File: src/rtl/ex_mem_stage.sv
// ex_mem_stage
//   Two-slot elastic buffer between EX and MEM. The main slot drives mem_*,
//   and the skid slot absorbs one extra entry while MEM stalls. On each
//   accepted entry the stage also updates the stored flags, raises a
//   one-cycle branch redirect and, when built with EX_MEM_ERROR_TRAP_EN,
//   sets a sticky error trap.
//
// Optional feature macro: EX_MEM_ERROR_TRAP_EN
//   defined   -> error_trap is a sticky register, cleared only by rst_n
//   undefined -> error_trap is tied to 0
//
// Ports
//   clk, rst_n            clock (rising edge), async active-low reset
//   ex_valid / ex_ready   EX-side handshake
//   ex_alu_op, ex_result, ex_zero, ex_flags, ex_mask, ex_ctrl, ex_store
//                         EX entry fields
//   flush                 drop buffered and incoming entries
//   mem_valid / mem_ready MEM-side handshake
//   mem_result, mem_zero, mem_ctrl, mem_store
//                         head entry fields
//   flags_q               stored flags {error, equal, below, above, overflow}
//   branch_taken          one-cycle redirect pulse
//   branch_target         redirect address
//   error_trap            sticky error indication
//
// state | meaning
// EMPTY | no entry buffered
// ONE   | main slot holds the head entry
// TWO   | main and skid both hold entries, EX is stalled

module ex_mem_stage #(
    parameter int DATA_W = 32
) (
    input  logic              clk,
    input  logic              rst_n,
    input  logic              ex_valid,
    output logic              ex_ready,
    input  logic [4:0]        ex_alu_op,
    input  logic [DATA_W-1:0] ex_result,
    input  logic              ex_zero,
    input  logic [4:0]        ex_flags,
    input  logic [4:0]        ex_mask,
    input  logic [7:0]        ex_ctrl,
    input  logic [DATA_W-1:0] ex_store,
    input  logic              flush,
    input  logic              mem_ready,
    output logic              mem_valid,
    output logic [DATA_W-1:0] mem_result,
    output logic              mem_zero,
    output logic [7:0]        mem_ctrl,
    output logic [DATA_W-1:0] mem_store,
    output logic [4:0]        flags_q,
    output logic              branch_taken,
    output logic [DATA_W-1:0] branch_target,
    output logic              error_trap
);

    localparam logic [4:0] OP_ADD  = 5'b00110;
    localparam logic [4:0] OP_SUB  = 5'b00111;
    localparam logic [4:0] OP_MUL  = 5'b01000;
    localparam logic [4:0] OP_DIV  = 5'b01001;
    localparam logic [4:0] OP_CMP  = 5'b01110;
    localparam logic [4:0] OP_JR   = 5'b10000;
    localparam logic [4:0] OP_JPC  = 5'b10001;
    localparam logic [4:0] OP_BRFL = 5'b10010;
    localparam logic [4:0] OP_CALL = 5'b10011;

    typedef enum logic [1:0] {
        EMPTY = 2'd0,
        ONE   = 2'd1,
        TWO   = 2'd2
    } state_t;

    typedef struct packed {
        logic [DATA_W-1:0] result;
        logic              zero;
        logic [7:0]        ctrl;
        logic [DATA_W-1:0] store;
    } entry_t;

    state_t state;
    entry_t main_q;
    entry_t skid_q;
    entry_t in_entry;
    logic   accept;
    logic   drain;
    logic   flag_op;
    logic   branch_hit;

    assign ex_ready  = (state != TWO);
    assign mem_valid = (state != EMPTY);
    assign accept    = ex_valid & ex_ready & ~flush;
    assign drain     = mem_valid & mem_ready;

    assign in_entry = '{result: ex_result, zero: ex_zero, ctrl: ex_ctrl, store: ex_store};

    assign mem_result = main_q.result;
    assign mem_zero   = main_q.zero;
    assign mem_ctrl   = main_q.ctrl;
    assign mem_store  = main_q.store;

    always_comb begin
        flag_op = (ex_alu_op == OP_ADD) || (ex_alu_op == OP_SUB) ||
                  (ex_alu_op == OP_MUL) || (ex_alu_op == OP_DIV) ||
                  (ex_alu_op == OP_CMP);
        // BRFL compares against flags_q before this entry could update it;
        // BRFL itself is not flag-setting so no bypass is needed.
        branch_hit = (ex_alu_op == OP_JR) || (ex_alu_op == OP_JPC) ||
                     (ex_alu_op == OP_CALL) ||
                     ((ex_alu_op == OP_BRFL) && (flags_q == ex_mask));
    end

    always_ff @(posedge clk or negedge rst_n) begin
        if (!rst_n) begin
            state  <= EMPTY;
            main_q <= '0;
            skid_q <= '0;
        end else if (flush) begin
            state <= EMPTY;
        end else begin
            case (state)
                EMPTY: begin
                    if (accept) begin
                        main_q <= in_entry;
                        state  <= ONE;
                    end
                end
                ONE: begin
                    if (accept && drain) begin
                        main_q <= in_entry;
                    end else if (accept) begin
                        skid_q <= in_entry;
                        state  <= TWO;
                    end else if (drain) begin
                        state <= EMPTY;
                    end
                end
                TWO: begin
                    if (drain) begin
                        main_q <= skid_q;
                        state  <= ONE;
                    end
                end
                default: state <= EMPTY;
            endcase
        end
    end

    always_ff @(posedge clk or negedge rst_n) begin
        if (!rst_n) begin
            flags_q       <= '0;
            branch_taken  <= 1'b0;
            branch_target <= '0;
        end else begin
            branch_taken <= accept & branch_hit;
            if (accept && branch_hit) begin
                branch_target <= ex_result;
            end
            if (accept && flag_op) begin
                flags_q <= ex_flags;
            end
        end
    end

`ifdef EX_MEM_ERROR_TRAP_EN
    always_ff @(posedge clk or negedge rst_n) begin
        if (!rst_n) begin
            error_trap <= 1'b0;
        end else if (accept && flag_op && ex_flags[4]) begin
            error_trap <= 1'b1;
        end
    end
`else
    assign error_trap = 1'b0;
`endif

endmodule

File: config.mk
export PLATFORM = sky130hd
export DESIGN_NAME = ex_mem_stage
export DESIGN_NICKNAME = d
export VERILOG_FILES = /design/src/rtl/ex_mem_stage.sv
export SDC_FILE = /design/constraint.sdc
export NUM_CORES = 1
export LEC_CHECK = 0
export BUFFER_PORTS_ARGS = -buffer_cell sky130_fd_sc_hd__buf_2
export CORE_MARGIN = 5
export CORE_UTILIZATION = 35
export DETAILED_ROUTE_END_ITERATION = 12
export MAX_ROUTING_LAYER = met4
export RECOVER_POWER = 25
export SLEW_MARGIN = 0
export SYNTH_ARGS = -nofsm -noshare
export SYNTH_HDL_FRONTEND = slang
export SYNTH_SLANG_ARGS = --single-unit
File: constraint.sdc
create_clock -name clk -period 2.3 [get_ports clk]
set_input_delay 0.46 -clock clk [delete_from_list [all_inputs] [get_ports clk]]
set_output_delay 0.46 -clock clk [all_outputs]
set_load 0.02 [all_outputs]
==> run_results.csv <==
group,metric,value,unit
synthesis,yosysUniqueCellTypes,31,
synthesis,synth_area,0.00817,mm^2
placement,place_inst,1157,
route,initialDrtViolationCount,301,
global_routing,antenna_found_initial,1,
timing,fin_skew,0.0106,ns
synthesis,yosys-mux-area-fraction,26.9,%
global_routing,grt_max_degree,57,
synthesis,synth-adder-area-share,0,%
timing,rsz0062_at_grt,"no",
clock_tree,worst_skew_pair.late_latency,0.42,ns
timing,tightest_slew,0.934,ns
run_status,run_status,"finished, final reports clean",
synthesis,synth_seq_cells,186,
floorplanning,dieHeight,163,um
clock_tree,cts_htree_levels,4,
route,drt-pass1-iter-count,4,
synthesis,synth_seq_area_share,57.0,%
power_and_ir_drop,power.total,9.75,mW
floorplanning,io_pins,207,
clock_tree,root_buffer,"clkbuf_16",
global_routing,busiest_layer,"met2",
worst_setup_path,worst-path-max-fanout,12,
synthesis,synth_nets,749,
worst_setup_path,required,1.84,ns
route,vias_per_cell,4.53,
clock_tree,cts_buffers,17,
flow_run,max_cap_viol_count,0,
global_routing,grt_usage,14.7,%
global_routing,use_met1,19.9,%
worst_setup_path,crit_type,"register to output port",
synthesis,synth_compound_area_share,1.10,%
route,vias,5400,
clock_tree,postCtsSetupBuffers,0,
clock_tree,cts_tree,"yes",
floorplanning,dieArea,0.0265,mm^2
layout,fin_cells,1191,
placement,port-buffer-count,205,
synthesis,yosys.area_share.simple,11.4,%
power_and_ir_drop,peakVddDrop,0.000418,V
synthesis,synth-xor-area-share,0.536,%
floorplanning,start_util,35.1,%
clock_tree,post_cts_resized,0,
route,routedWlPerCell,15.5,um
global_routing,grt_pass1_wl,30.3,mm
synthesis,avgSynthCellArea,12.5,um^2
worst_setup_path,end_kind,"output port",
worst_hold_path,whs_path_depth,2,
synthesis,async_flop_share,100,%
route,drt-total-wl,18.5,mm
synthesis,synth_edf_count,0,
route,drcViolationCount,0,
route,ant_nets,0,
worst_setup_path,rr_worst_depth,5,
layout,syn_to_final_growth,24.1,%
power_and_ir_drop,leakage,5.07,nW
timing,fin_setup_tns,0,ns
timing,finalCritPeriodShare,86.8,%
floorplanning,row_count,56,
timing,fmax,0.501,GHz
layout,utilization,43.6,%
global_routing,gr-usage-met3,3.90,%
clock_tree,clkTransAtPathRegs,0.07,ns
timing,setup-violations-final,0,
timing,slew_violations,0,
timing,min_period,2.00,ns
synthesis,synth_top_family_by_area,"multiplexers",
placement,gp_congestion,0.735,
global_routing,use_met2,22.4,%
timing,relSlewSlack,37.7,%
clock_tree,clk_path_buf_depth,2,
synthesis,yosysWarnings,0,
floorplanning,core_area,0.0233,mm^2
layout,fillers,2217,
power_and_ir_drop,power_density,961,mW/mm^2
global_routing,overflow,0,
worst_setup_path,critical_path_arrival,1.54,ns
worst_setup_path,cp-start-kind,"register",
placement,place_hpwl,12.3,mm
synthesis,synth_flop_cell,"dfrtp_1",
timing,setup_slack,0.303,ns
clock_tree,numClockSinks,186,
floorplanning,fp.dieW,163,um
worst_hold_path,hold_path.class,"input port to register",
global_routing,grt_pass1_vias,5607,
layout,layout.nets,951,
timing,hold_viol_final,0,
layout,final_layout_size_suffix_gt1_share,49.1,%
synthesis,syn_inst,656,
clock_tree,holdBufCountCts,0,
placement,pre_cts_slack,0.245,ns
==> synth_stat cells, types with 2 or more instances <==
cell type  instances  area, um^2
buf_6             11         124
a21oi_1            2        10.0
mux2_1            13         146
nand2_1          220         826
mux2_2           136        1530
buf_1              5        18.8
buf_2             15        75.1
dfrtp_1          186        4650
mux2_4            34         510
xor2_1             4        35.0
clkbuf_1           4        15.0
inv_1              3        11.3
nand2b_1           4        25.0
nor2b_1            2        12.5
==> cell usage in the layout (no fill, tap or decap), types with 2 or more instances in the layout <==
cell type     n
clkinv_2      2
inv_8         2
inv_1         2
buf_12        7
mux2_4       34
buf_4         5
inv_6         5
xor2_1        4
mux2_1       13
a21oi_1       2
nand2_1     220
mux2_2      136
clkbuf_8      2
clkinvlp_4    2
nand2b_1      4
buf_2       205
clkbuf_16    17
dfrtp_1     186
==> cell type report <==
type	instances	area, um^2	area share [%]
diodes	1	2.50	0.0247
clock buffers	19	443	4.37
clock inverters	13	130	1.28
inverters	3	11.3	0.111
multi-input cells	431	3270	32.3
flip-flops and latches	186	4650	45.9
well taps	319	399	3.94
repair buffers	219	1230	12.1
==> final timing paths <==
| check | startpoint | to | slack, ns |
|---|---|---|---|
| worst min register to register | mem_store[9]$_DFFE_PN0P_ | mem_store[9]$_DFFE_PN0P_ | 0.48 |
| worst max-delay path | state[1]$_DFFE_PN0P_ | ex_ready | 0.30 |
| worst min-delay path | mem_ready | state[1]$_DFFE_PN0P_ | 0.25 |
| max in group asynchronous | rst_n | mem_result[31]$_DFFE_PN0P_ | 0.43 |
| worst max register to register | state[1]$_DFFE_PN0P_ | mem_store[4]$_DFFE_PN0P_ | 0.42 |
| min in group asynchronous | rst_n | mem_store[30]$_DFFE_PN0P_ | 0.56 |
==> critical path: stages, from the launching register on <==
cell,delay (ns)
dfrtp_1,0.44
nor2b_4,0.31
inv_2,0.17
buf_2,0.19
==> state kept, by name (all words and copies together) (netlist names) <==
name,cells
mem_result,32
mem_ctrl,8
flags_q,5
mem_store,32
branch_target,32
state,2
skid_q,73
branch_taken,1
mem_zero,1
==> power breakdown <==
part | leakage [nW] | total (mW) | internal, mW | switching [mW]
clock network | 0.279 | 2.92 | 1.56 | 1.36
logic | 2.54 | 2.33 | 1.13 | 1.20
registers | 2.25 | 4.51 | 4.08 | 0.428
==> stage by stage <==
stage	hold slack (ns)	cell area (um^2)
floorplan	0.164	8170
global placement	0.465	9570
detailed placement	0.471	9570
CTS	0.00440	10100
global route	0.230	10100
finish	0.247	10100
==> metal layers <==
metal / part of all wire [%] / routed length (um)
met2: 45 / 8410
met1: 49 / 9010
met5: 0 / 0
met3: 5.4 / 997
met4: 0.51 / 95
==> cells by family after synthesis <==
family          count (synthesis)
mux                           184
xor+xnor                        5
simple gates                  234
buf+inv                        39
compound gates                  7
flops                         186
other cells                     1
(Power assumes the default switching activity.)
